$ cat src/rtl/qam_demod.sv
// rtl/qam_demod.sv - coherent 4-QAM/QPSK correlating demodulator with 2-bit re-serialiser
//
// Ports:
//   clk         system clock
//   rst         synchronous active-high reset
//   en          sample strobe, same strobe that advances the sin/cos LUT
//   sym_sync    first sample of a symbol, qualified by en
//   mixed_in    signed 16-bit received/mixed sample
//   sine_ref    signed 16-bit sine carrier sample
//   cosine_ref  signed 16-bit cosine carrier sample
//   sym_data    decided symbol: [1] sine-channel sign, [0] cosine-channel sign
//   sym_valid   one-cycle pulse when sym_data is updated
//   ser_bit     serialised decision bit, sym_data[1] first
//   ser_valid   qualifies ser_bit
//   locked      high once the first sym_sync has been accepted

module qam_demod #(
  parameter int SPS   = 16,
  parameter int ACC_W = 36
) (
  input  logic               clk,
  input  logic               rst,
  input  logic               en,
  input  logic               sym_sync,
  input  logic signed [15:0] mixed_in,
  input  logic signed [15:0] sine_ref,
  input  logic signed [15:0] cosine_ref,
  output logic [1:0]         sym_data,
  output logic               sym_valid,
  output logic               ser_bit,
  output logic               ser_valid,
  output logic               locked
);

  localparam int CNT_W = (SPS > 1) ? $clog2(SPS) : 1;
  localparam logic [CNT_W-1:0] CNT_LAST = CNT_W'(SPS - 1);

  typedef enum logic {
    IDLE,
    ACC
  } state_t;

  state_t state;
  state_t state_next;

  logic [CNT_W-1:0] cnt;

  logic signed [31:0]      p_s;
  logic signed [31:0]      p_c;
  logic signed [ACC_W-1:0] p_s_ext;
  logic signed [ACC_W-1:0] p_c_ext;
  logic signed [ACC_W-1:0] acc_s;
  logic signed [ACC_W-1:0] acc_c;
  logic signed [ACC_W-1:0] sum_s;
  logic signed [ACC_W-1:0] sum_c;

  // Control strobes decoded from state and the qualified sample.
  logic start;   // first accepted sync while idle
  logic resync;  // sync mid-symbol: restart the symbol on this sample
  logic last;    // final sample of a symbol: decide on this edge
  logic accum;   // ordinary sample inside a symbol

  // Serialiser: the first bit leaves on the load edge, so only one
  // bit ever waits in the shift register.
  logic [1:0] ser_sr;
  logic       ser_left;

  // Full-precision products; ACC_W >= 32 + clog2(SPS) means a whole
  // symbol of worst-case products cannot overflow the accumulator.
  assign p_s     = mixed_in * sine_ref;
  assign p_c     = mixed_in * cosine_ref;
  assign p_s_ext = {{(ACC_W-32){p_s[31]}}, p_s};
  assign p_c_ext = {{(ACC_W-32){p_c[31]}}, p_c};
  assign sum_s   = acc_s + p_s_ext;
  assign sum_c   = acc_c + p_c_ext;

  always_ff @(posedge clk) begin
    if (rst) begin
      state <= IDLE;
    end else begin
      state <= state_next;
    end
  end

  always_comb begin
    state_next = state;
    start      = 1'b0;
    resync     = 1'b0;
    last       = 1'b0;
    accum      = 1'b0;
    case (state)
      IDLE: begin
        if (en && sym_sync) begin
          start      = 1'b1;
          state_next = ACC;
        end
      end
      ACC: begin
        if (en) begin
          if (sym_sync) begin
            resync = 1'b1;
          end else if (cnt == CNT_LAST) begin
            last = 1'b1;
          end else begin
            accum = 1'b1;
          end
        end
      end
      default: state_next = IDLE;
    endcase
  end

  // Correlators, symbol counter and decision.
  always_ff @(posedge clk) begin
    if (rst) begin
      acc_s     <= '0;
      acc_c     <= '0;
      cnt       <= '0;
      sym_data  <= 2'b00;
      sym_valid <= 1'b0;
      locked    <= 1'b0;
    end else begin
      sym_valid <= last;
      if (start || resync) begin
        acc_s <= p_s_ext;
        acc_c <= p_c_ext;
        cnt   <= CNT_W'(1);
      end else if (last) begin
        // Sign of the completed correlation; an exact zero decides 0.
        sym_data <= {sum_s[ACC_W-1], sum_c[ACC_W-1]};
        acc_s    <= '0;
        acc_c    <= '0;
        cnt      <= '0;
      end else if (accum) begin
        acc_s <= sum_s;
        acc_c <= sum_c;
        cnt   <= cnt + 1'b1;
      end
      if (start) begin
        locked <= 1'b1;
      end
    end
  end

  // Re-serialiser: sym_data[1] then sym_data[0]; a new load always wins.
  always_ff @(posedge clk) begin
    if (rst) begin
      ser_sr    <= 2'b00;
      ser_left  <= 1'b0;
      ser_bit   <= 1'b0;
      ser_valid <= 1'b0;
    end else if (sym_valid) begin
      ser_bit   <= sym_data[1];
      ser_sr    <= {sym_data[0], 1'b0};
      ser_left  <= 1'b1;
      ser_valid <= 1'b1;
    end else if (ser_left) begin
      ser_bit   <= ser_sr[1];
      ser_sr    <= {ser_sr[0], 1'b0};
      ser_left  <= 1'b0;
      ser_valid <= 1'b1;
    end else begin
      ser_valid <= 1'b0;
    end
  end

endmodule
$ cat config.mk
export PLATFORM = sky130hd
export DESIGN_NAME = qam_demod
export DESIGN_NICKNAME = d
export VERILOG_FILES = /design/src/rtl/qam_demod.sv
export SDC_FILE = /design/constraint.sdc
export NUM_CORES = 2
export LEC_CHECK = 0
export CORE_MARGIN = 2
export CORE_UTILIZATION = 70
export DETAILED_ROUTE_END_ITERATION = 8
export GPL_TIMING_DRIVEN = 0
export PLACE_DENSITY_LB_ADDON = 0.2
export SYNTH_ARGS = -nofsm -noshare
export SYNTH_HDL_FRONTEND = slang
export SYNTH_SLANG_ARGS = --single-unit
$ cat constraint.sdc
create_clock -name clk -period 25.6 [get_ports clk]
set_input_delay 5.12 -clock clk [delete_from_list [all_inputs] [get_ports clk]]
set_output_delay 5.12 -clock clk [all_outputs]
set_load 0.05 [all_outputs]
==> metrics.md <==
| Metric | Value |
|---|---|
| Run status | finished, final reports clean |
| Post-layout min period | roughly 15 ns |
| Overall routing resource usage | roughly 40% |
| Max_slew headroom | between 20 and 25% |
| Fmax achieved | between 60 and 70 MHz |
| Num rows | just over 70 |
| Final Hold Vio Count | 0 |
| FF-to-FF path depth | 11 |
| Crit path DAT | approximately 15 ns |
| Synth Flop Type | dfxtp_1 |
| Antenna viol nets, final | 0 |
| Antenna violations before repair | 1 |
| First-pass GRT wire length | roughly 120,000 µm |
| Final instance area | between 20,000 and 30,000 µm² |
| Worst path required time | around 26 ns |
| Crit Path Max Fanout | 10 |
| Critical Setup Path Class | in2reg |
| Avg Inst Size Synth | between 8 and 9 µm² |
| Worst R2R End | acc_c[30]$_SDFFE_PP0P_ |
| Layout cells sized above 1 | ~1.3% |
| DR vias | 22,200 |
| Worst Setup Start Kind | input port |
| Post-synthesis cell area | between 20,000 and 30,000 µm² |
| H-tree depth | 3 |
| Placed instance area | about 28,000 µm² |
| Drt pass-1 iters | 8 |
| Hold Path Cell Cnt | 2 |
| Die Span Y | slightly below 200 µm |
| EDFF count, synth | 0 |
| Worst path slowest cell | clkbuf_1 |
| Synthesized net count | just under 4,000 |
| Initial core utilization | between 70% and 80% |
| Mapped Cells | about 3,000 |
| Max_cap viols | 0 |
| Hold EP | acc_s[29]$_SDFFE_PP0P_ |
| TNS Setup | 0 ns |
| Post-Route WL | around 76,000 µm |
| Flops & latches, synth | 85 |
| RSZ-0062 raised after global routing | false |
| # IOs | 58 |
| Worst skew pair latency | roughly 0.35 ns |
| Area growth, synth to finish | 5.60% |
| Placed cell count | about 3,600 |
| GPL Wtd Cong | a little under 1 |
| Nets@finish | 3,939 |
| Clock transition at path regs | ~0.070 ns |
| Worst setup margin | 11.05 ns |
| Bufs on Longest Clock Path | 2 |
| Drt drc | 0 |
| CTS tree | yes |
| Routed length per instance | between 20 and 25 µm |
| Grt ovf | 0 |
| Final std cells w/o fill | 3,642 |
| Critical Path Max Stage Delay | a little under 0.9 ns |
| Chip Width | 199 µm |
| PortBufs | 56 |
| Inserted Clock Buffers | 9 |
| Post-CTS sizing | 0 |
| Critical R2R Launch | acc_c[0]$_SDFFE_PP0P_ |
| Asr flop ratio synth | 0% |
| Root buffer cell | clkbuf_16 |
| Unique masters post-synth | around 80 |
| DRT iter0 DRCs | about 1,900 |
| Vias in the first global route | roughly 23,000 |
| Max Slew Vio Count | 0 |
| Crit path top cell by count | fa_1 |
| Fillers | around 2,900 |
| Hold Crit Class | reg2reg |
| Pre-CTS WS | around 11 ns |
| Syn. warnings | 0 |
| DP HPWL | roughly 63,000 µm |
| Setup Skew | between 0.01 and 0.015 ns |
| Postcts setup bufs | 0 |
| Final setup viols | 0 |
| Die area | 39,400 µm² |
| Core Box Area | between 30,000 and 40,000 µm² |
| Clock net sink count | 85 |
| R2r setup slk | between 20 and 25 ns |
| Worst hold start | acc_s[29]$_SDFFE_PP0P_ |
| Crit. End Element | flip-flop |
| Final period utilization | between 50% and 60% |
| Worst Setup SP | mixed_in[7] |
| Worst-Margin Slew | 1.16 ns |
| Sequential element share of the synthesized area | 6.42% |
| Largest net degree at the start of global routing | 14 |
| # hold bufs at CTS | 0 |
| Avg Vias per Cell | slightly above 6 |
[flip-flops by register name, indices dropped and copies added (netlist names)]
name       count
sym_data       2
acc_c         36
ser_valid      1
cnt            4
ser_bit        1
locked         1
ser_sr         1
ser_left       1
acc_s         36
sym_valid      1
state          1
[cells in the mapped netlist (27+ instances only)]
master	n	share of area (%)
clkbuf_1	122	1.7
a21o_1	52	1.5
nand3_1	27	0.51
nor2_1	148	2.1
ha_1	235	11
o21ai_0	80	1.5
nor3_1	36	0.68
a21oi_1	146	2.8
nand2_1	319	4.5
xor2_1	33	1.1
inv_1	611	8.7
fa_1	526	40
and2_1	248	5.9
dfxtp_1	85	6.4
xnor2_1	93	3.1
[how the worst max path moves through the flow]
stage,end,cells after the start
floorplan,acc_c[35]$_SDFFE_PP0P_,33
global placement,acc_c[35]$_SDFFE_PP0P_,35
detailed placement,acc_c[35]$_SDFFE_PP0P_,35
CTS,acc_c[35]$_SDFFE_PP0P_,35
global route,acc_c[35]$_SDFFE_PP0P_,35
finish,acc_c[35]$_SDFFE_PP0P_,35
[critical path: cells and delay by family]
family / cells / cell delay [ns]
fa+ha+maj: 8 / 3.22
mux: 1 / 0.28
simple gates: 5 / 1.13
buf+inv: 7 / 2.12
compound gates: 14 / 2.91
[stage by stage]
step           hold slack [ns]  util [%]
2_1_floorplan            0.436         -
3_3_place_gp             0.445      73.9
3_5_place_dp             0.452      73.9
4_1_cts                  0.461      74.7
5_1_grt                  0.493      74.7
6_report                 0.462      74.7
[layout make-up]
| type | count | area [µm²] | area share, % |
|---|---|---|---|
| multi-input combinational | 2238 | 22000 | 78.7 |
| inverter | 611 | 2290 | 8.19 |
| sequential | 85 | 1700 | 6.08 |
| tap | 511 | 639 | 2.28 |
| timing repair buffer | 56 | 561 | 2.00 |
| buffer | 125 | 472 | 1.68 |
| clock buffer | 10 | 229 | 0.818 |
| clock inverter | 5 | 52.6 | 0.188 |
| antenna | 1 | 2.50 | 0.00894 |
[cells by family (layout without fill, tap and decap cells)]
kind of cell	Yosys count	after routing	synth area share, %
fa+ha+maj	761	761	50.8
xor+xnor	127	127	4.25
mux	6	6	0.231
flops	85	85	6.42
compound gates	467	467	11.7
simple gates	877	877	16.1
buf+inv	736	807	10.4
other cells	0	1	0
[cells in the final DEF (no fill, tap or decap), types with 9 or more instances in the layout]
| cell type | count |
|---|---|
| a211oi_1 | 10 |
| a21o_1 | 52 |
| a21oi_1 | 146 |
| a222oi_1 | 26 |
| a22oi_1 | 17 |
| a31oi_1 | 19 |
| and2_1 | 248 |
| and3_1 | 14 |
| clkbuf_1 | 123 |
| clkbuf_16 | 9 |
| clkdlybuf4s50_1 | 56 |
| dfxtp_1 | 85 |
| fa_1 | 526 |
| ha_1 | 235 |
| inv_1 | 611 |
| nand2_1 | 319 |
| nand2b_1 | 26 |
| nand3_1 | 27 |
| nand4_1 | 16 |
| nor2_1 | 148 |
| nor3_1 | 36 |
| o21a_1 | 18 |
| o21ai_0 | 80 |
| o21bai_1 | 23 |
| or3_1 | 9 |
| xnor2_1 | 93 |
| xor2_1 | 33 |
[layer usage]
layer,part of all wire [%],vias up,global-route usage (%),routed length [µm]
met2,48,1101,67.1,36700
li1,-,9727,-,-
met1,36,11100,50.2,27700
met3,9.7,303,8.41,7420
met5,0,-,0,0
met4,6.0,0,21.0,4590
Power is left out: the tool's default activity adds up to more than one toggle a clock period on the data nets, which glitch-free logic cannot reach.
